$ cat src/rtl/branch_resolver_if.sv
// EX-stage branch resolution bus: EX inputs toward the resolver, plus the
// redirect and statistics outputs returned to the front end.
interface branch_resolver_if #(
    parameter int CNT_W = 16
);
    logic             PL_stall_ex;
    logic             branch_ex;
    logic             SP_prediction_result_ex;
    logic             branch_taken_ex;
    logic [31:0]      pc_ex;
    logic [31:0]      imme_ex;
    logic             clear_cnt;
    logic             redirect_valid;
    logic [31:0]      redirect_pc;
    logic [CNT_W-1:0] branch_cnt;
    logic [CNT_W-1:0] miss_cnt;
    logic             shadow_active;

    // EX pipeline side: drives branch info, consumes redirect and stats
    modport master (
        output PL_stall_ex, branch_ex, SP_prediction_result_ex, branch_taken_ex,
               pc_ex, imme_ex, clear_cnt,
        input  redirect_valid, redirect_pc, branch_cnt, miss_cnt, shadow_active
    );

    // Resolver side
    modport slave (
        input  PL_stall_ex, branch_ex, SP_prediction_result_ex, branch_taken_ex,
               pc_ex, imme_ex, clear_cnt,
        output redirect_valid, redirect_pc, branch_cnt, miss_cnt, shadow_active
    );
endinterface

$ cat src/rtl/branch_resolver.sv
// Branch resolver: compares the static prediction with the resolved outcome
// in EX, issues a one-cycle registered redirect on a mispredict, masks
// wrong-path branches for SHADOW_CYCLES advancing cycles afterwards, and
// keeps saturating branch/mispredict counters.
module branch_resolver #(
    parameter int SHADOW_CYCLES = 3,
    parameter int CNT_W         = 16
) (
    input  logic             clk,
    input  logic             rst,
    branch_resolver_if.slave bus
);
    typedef enum logic {IDLE, SHADOW} state_t;

    state_t           state;
    logic [3:0]       shadow_cnt;
    logic             redirect_valid_q;
    logic [31:0]      redirect_pc_q;
    logic             shadow_active_q;
    logic [CNT_W-1:0] branch_q;
    logic [CNT_W-1:0] miss_q;

    logic        evaluate;
    logic        mispredict;
    logic [31:0] target;

    // Qualify the EX branch and form the corrected fetch address
    always_comb begin
        evaluate   = bus.branch_ex & ~bus.PL_stall_ex & (state == IDLE);
        mispredict = evaluate & (bus.SP_prediction_result_ex != bus.branch_taken_ex);
        target     = bus.branch_taken_ex ? (bus.pc_ex + bus.imme_ex) : (bus.pc_ex + 32'd4);
    end

    // Redirect/shadow FSM; redirect_valid defaults low so it only ever pulses
    always_ff @(posedge clk or posedge rst) begin
        if (rst) begin
            state            <= IDLE;
            shadow_cnt       <= 4'd0;
            redirect_valid_q <= 1'b0;
            redirect_pc_q    <= 32'h0;
            shadow_active_q  <= 1'b0;
        end else begin
            redirect_valid_q <= 1'b0;
            case (state)
                IDLE: begin
                    if (mispredict) begin
                        state            <= SHADOW;
                        shadow_cnt       <= 4'(SHADOW_CYCLES);
                        redirect_valid_q <= 1'b1;
                        redirect_pc_q    <= target;
                        shadow_active_q  <= 1'b1;
                    end
                end
                SHADOW: begin
                    // Only advancing cycles drain the wrong-path window
                    if (!bus.PL_stall_ex) begin
                        if (shadow_cnt == 4'd1) begin
                            state           <= IDLE;
                            shadow_cnt      <= 4'd0;
                            shadow_active_q <= 1'b0;
                        end else begin
                            shadow_cnt <= shadow_cnt - 4'd1;
                        end
                    end
                end
                default: begin
                    state           <= IDLE;
                    shadow_cnt      <= 4'd0;
                    shadow_active_q <= 1'b0;
                end
            endcase
        end
    end

    // Saturating statistics counters; clear wins over same-cycle increments
    always_ff @(posedge clk or posedge rst) begin
        if (rst) begin
            branch_q <= '0;
            miss_q   <= '0;
        end else if (bus.clear_cnt) begin
            branch_q <= '0;
            miss_q   <= '0;
        end else begin
            if (evaluate && (branch_q != '1))
                branch_q <= branch_q + CNT_W'(1);
            if (mispredict && (miss_q != '1))
                miss_q <= miss_q + CNT_W'(1);
        end
    end

    assign bus.redirect_valid = redirect_valid_q;
    assign bus.redirect_pc    = redirect_pc_q;
    assign bus.shadow_active  = shadow_active_q;
    assign bus.branch_cnt     = branch_q;
    assign bus.miss_cnt       = miss_q;
endmodule

$ cat src/flat_wrapper.sv
// flat-port wrapper written by rule: the top's interface ports become plain ports
module branch_resolver_flat 
#(
    parameter int SHADOW_CYCLES = 3,
    parameter int CNT_W         = 16
)
  (clk, rst, bus_PL_stall_ex, bus_branch_ex, bus_SP_prediction_result_ex, bus_branch_taken_ex, bus_pc_ex, bus_imme_ex, bus_clear_cnt, bus_redirect_valid, bus_redirect_pc, bus_branch_cnt, bus_miss_cnt, bus_shadow_active);
  branch_resolver_if #(.CNT_W(CNT_W)) bus_i ();
  input  logic clk;
  input  logic rst;
  input wire logic [$bits(bus_i.PL_stall_ex)-1:0] bus_PL_stall_ex;
  input wire logic [$bits(bus_i.branch_ex)-1:0] bus_branch_ex;
  input wire logic [$bits(bus_i.SP_prediction_result_ex)-1:0] bus_SP_prediction_result_ex;
  input wire logic [$bits(bus_i.branch_taken_ex)-1:0] bus_branch_taken_ex;
  input wire logic [$bits(bus_i.pc_ex)-1:0] bus_pc_ex;
  input wire logic [$bits(bus_i.imme_ex)-1:0] bus_imme_ex;
  input wire logic [$bits(bus_i.clear_cnt)-1:0] bus_clear_cnt;
  output wire logic [$bits(bus_i.redirect_valid)-1:0] bus_redirect_valid;
  output wire logic [$bits(bus_i.redirect_pc)-1:0] bus_redirect_pc;
  output wire logic [$bits(bus_i.branch_cnt)-1:0] bus_branch_cnt;
  output wire logic [$bits(bus_i.miss_cnt)-1:0] bus_miss_cnt;
  output wire logic [$bits(bus_i.shadow_active)-1:0] bus_shadow_active;
  assign bus_i.PL_stall_ex = bus_PL_stall_ex;
  assign bus_i.branch_ex = bus_branch_ex;
  assign bus_i.SP_prediction_result_ex = bus_SP_prediction_result_ex;
  assign bus_i.branch_taken_ex = bus_branch_taken_ex;
  assign bus_i.pc_ex = bus_pc_ex;
  assign bus_i.imme_ex = bus_imme_ex;
  assign bus_i.clear_cnt = bus_clear_cnt;
  assign bus_redirect_valid = bus_i.redirect_valid;
  assign bus_redirect_pc = bus_i.redirect_pc;
  assign bus_branch_cnt = bus_i.branch_cnt;
  assign bus_miss_cnt = bus_i.miss_cnt;
  assign bus_shadow_active = bus_i.shadow_active;
  branch_resolver #(.SHADOW_CYCLES(SHADOW_CYCLES), .CNT_W(CNT_W)) u_core (.clk(clk), .rst(rst), .bus(bus_i));
endmodule
$ cat config.mk
export PLATFORM = sky130hd
export DESIGN_NAME = branch_resolver_flat
export DESIGN_NICKNAME = d
export VERILOG_FILES = /design/src/rtl/branch_resolver_if.sv /design/src/rtl/branch_resolver.sv /design/src/flat_wrapper.sv
export SDC_FILE = /design/constraint.sdc
export NUM_CORES = 1
export LEC_CHECK = 0
export ABC_AREA = 1
export CAP_MARGIN = 20
export CORE_ASPECT_RATIO = 0.7
export CORE_MARGIN = 5
export CORE_UTILIZATION = 35
export CTS_CLUSTER_DIAMETER = 30
export CTS_CLUSTER_SIZE = 28
export DETAILED_ROUTE_END_ITERATION = 10
export PLACE_DENSITY = 0.59
export SLEW_MARGIN = 30
export SYNTH_ARGS = -nofsm -noshare
export SYNTH_HDL_FRONTEND = slang
export SYNTH_SLANG_ARGS = --single-unit
$ cat constraint.sdc
create_clock -name clk -period 4.2 [get_ports clk]
set_input_delay 0.42 -clock clk [delete_from_list [all_inputs] [get_ports clk]]
set_output_delay 0.42 -clock clk [all_outputs]
set_load 0.05 [all_outputs]
==> metrics.txt <==
async set or reset register ratio after synthesis 100%; Final setup viols 0; Hold-fix buffers, CTS 0; via count 7062; Final Skew 5.34 ps; Layout area overhead 30.3%; total negative slack 0 ps; Comb pwr share 48.1%; Post-synth EDFFs 0; DR vias/cell 4.93; fin cells 1432; sw frac 44.0%; Post-CTS Resized 0; Die Area 21300 um2; WP data required 4460 ps; crit path kind in -> reg; Core Box Area 18100 um2; P_leak 4.07 nW; CTS tree built; xor and xnor area share after synthesis 3.40%; CP Max Fanout 5; top cell type's share of synthesized area 27.6%; Post-CTS Setup Inserts 0; leading area contributor after synthesis dfrtp_1; multiplexer share of the synthesized area 0%; Min-Delay Path Class reg -> reg; Initial Util 35.7%; synthesized net count 1164; Die Y-Extent 124 um; Slew Limit Fails 0; CTS max path bufs 2; Port Buffers 136; peak supply drop 0.489 mV; Hold Slack 480 ps; initial detailed-routing violation count 680; Synth Area in Compound Gates 12.0%; Yosys warnings 0; H-Tree Depth 3; min Tclk post-route 2580 ps; layout cells sized above 1 2.42%; Crit path arrival time 2840 ps; Synth Flop Type dfrtp_1; DR WL/cell 15.0 um; Tcrit/Tclk final 61.4%; DRT Wirelength 21.4 mm; cell row count 41; status finished clean; post-synthesis adder-cell area fraction 7.30%; max_slew headroom 41.4%; antenna violations before repair 1; placed cells 1416; f_max 388 MHz; simple-gate portion of the synthesized area 39.3%; worst skew pair latency 330 ps; unrepaired setup endpoints after global routing false; vias in the first global route 6330; power share of the clock group 23.8%; placed wire-length estimate 17.4 mm; final setup margin 1620 ps; Place WS 1390 ps; RePlAce Congestion 0.969; Post-synth top cells 338 x nand2_1, 160 x inv_1, 123 x nor2_1; CTS Root Cell clkbuf_16; number of synthesized register bits 71; I/O pins 137; main combinational cell family by area after synthesis simple AND/OR/NAND/NOR gates; PwrDens 422 nW/um2; CTS clk-pin slew, worst paths 60 ps; Syn Std Cell Area 6450 um2; synth top area cells dfrtp_1 28%, nand2_1 20%, inv_1 9.3%; count leader, synth nand2_1; Syn Area/Cell 6.10 um2; Seq pwr share 28.1%; P_int 0.00199 W; final hold vios 0; Die X 172 um; Max Cap Viol 0; P_sw 0.00156 W; post-synthesis sequential area ratio 27.6%; antenna cell count 0; Sinks on Clock Net 71; nets 1299; CTS Buf Count 9; Slew @ Worst Pin 873 ps; largest net degree at the start of global routing 45; GRT Overall Usage 20.0%; Synth Instances 1056; Yosys cell types 33; total grt overflow 0; DRT Pass-1 Iters 5; Critical Path End Type flip-flop; DRC viols 0; Post-DRT Antenna Nets 0; first-pass GRT wire length 33.6 mm; Startpoint Class input pin
## through the flow
step | power [W] | utilization, % | area, um2
5_1_grt | 0.00375 | 46.5 | 8400
6_report | 0.00355 | 46.5 | 8400
2_1_floorplan | 0.00208 | - | 6450
4_1_cts | 0.00358 | 46.5 | 8400
3_5_place_dp | 0.00271 | 44.7 | 8070
3_3_place_gp | 0.00271 | 44.7 | 8070
## critical path, stage by stage
cell and delay, ps:
clkdlybuf4s50_1 580, nand3_1 210, nor3_1 720, inv_1 90
nor2_1 270, nand2_1 140, a21oi_1 130, o21ai_0 90
nand2_1 70, nand2_1 40, nand2_1 70
## kinds of logic (layout without fill, tap and decap cells)
group,count (synthesis),after routing
AO/OA/AOI/OAI,142,142
XOR/XNOR,25,25
adder cells (fa/ha/maj),37,37
buffers and inverters,179,319
flip-flops,71,71
AND/OR/NAND/NOR,602,602
## final cells by class
cell class	instances	area, um2
Clock buffer	11	253
Clock inverter	5	80.1
Fill cell	1904	9660
Inverter	163	612
Multi-Input combinational cell	806	3990
Sequential cell	71	1780
Tap cell	236	295
Timing Repair Buffer	140	1390
## power groups by stage
stage / Sequential, W / Combinational, W / Clock (W)
6_report: 0.000998 / 0.00171 / 0.000844
5_1_grt: 0.00102 / 0.00184 / 0.000891
4_1_cts: 0.000999 / 0.00171 / 0.000865
3_5_place_dp: 0.00101 / 0.00171 / 0
3_3_place_gp: 0.00101 / 0.00171 / 0
2_1_floorplan: 0.00155 / 0.000534 / 0
## sequential cells by signal, summed over array words and instances (netlist names)
signal                     flops
u_core.shadow_cnt              4
u_core.bus.redirect_valid      1
u_core.bus.miss_cnt           16
u_core.bus.shadow_active       1
u_core.bus.redirect_pc        32
u_core.bus.branch_cnt         16
u_core.state                   1
## placed cells by master, fill, tap and decap left out
master	n
nor3_1	25
a31oi_1	11
nand2_4	1
buf_4	4
a21oi_1	84
xnor2_1	5
nor2_4	2
nand2_1	338
o21ai_0	32
clkinvlp_4	2
clkdlybuf4s50_1	136
fa_1	1
and2_1	3
o21ai_1	1
nor2_1	123
a21oi_4	1
clkinv_2	1
and3_1	1
clkbuf_8	2
clkbuf_16	9
dfrtp_1	71
or2_0	1
inv_2	4
nand3b_1	18
bufinv_16	2
ha_1	36
o21ai_2	1
xor2_1	20
nand4_1	17
inv_1	159
a21o_1	2
o221ai_1	1
o21bai_1	3
or2_1	1
nor4_1	4
o21a_1	6
nand3_1	68
## final timing paths
check | start | end | depth (start not counted) | slack [ps]
hold reg to reg | u_core.bus.redirect_pc[19]$_DFFE_PP0P_ | u_core.bus.redirect_pc[19]$_DFFE_PP0P_ | 2 | 480
hold / removal | u_core.bus.redirect_pc[19]$_DFFE_PP0P_ | u_core.bus.redirect_pc[19]$_DFFE_PP0P_ | 2 | 480
max in group asynchronous | rst | u_core.shadow_cnt[3]$_DFFE_PP0P_ | 3 | 2840
setup reg to reg | u_core.bus.branch_cnt[0]$_DFFE_PP0P_ | u_core.bus.branch_cnt[14]$_DFFE_PP0P_ | 11 | 2110
setup / recovery | bus_pc_ex[4] | u_core.bus.redirect_pc[31]$_DFFE_PP0P_ | 11 | 1620
min in group asynchronous | rst | u_core.bus.miss_cnt[3]$_DFFE_PP0P_ | 2 | 500
## metal layers
layer | global-route usage, % | up-vias | share of wire (%)
li1 | - | 3645 | -
met1 | 32.6 | 3134 | 52
met2 | 27.5 | 264 | 38
met3 | 3.58 | 17 | 8.5
met4 | 2.60 | 2 | 0.81
met5 | 0 | - | 0.033
Note: power is estimated with default switching activity, not from simulation.
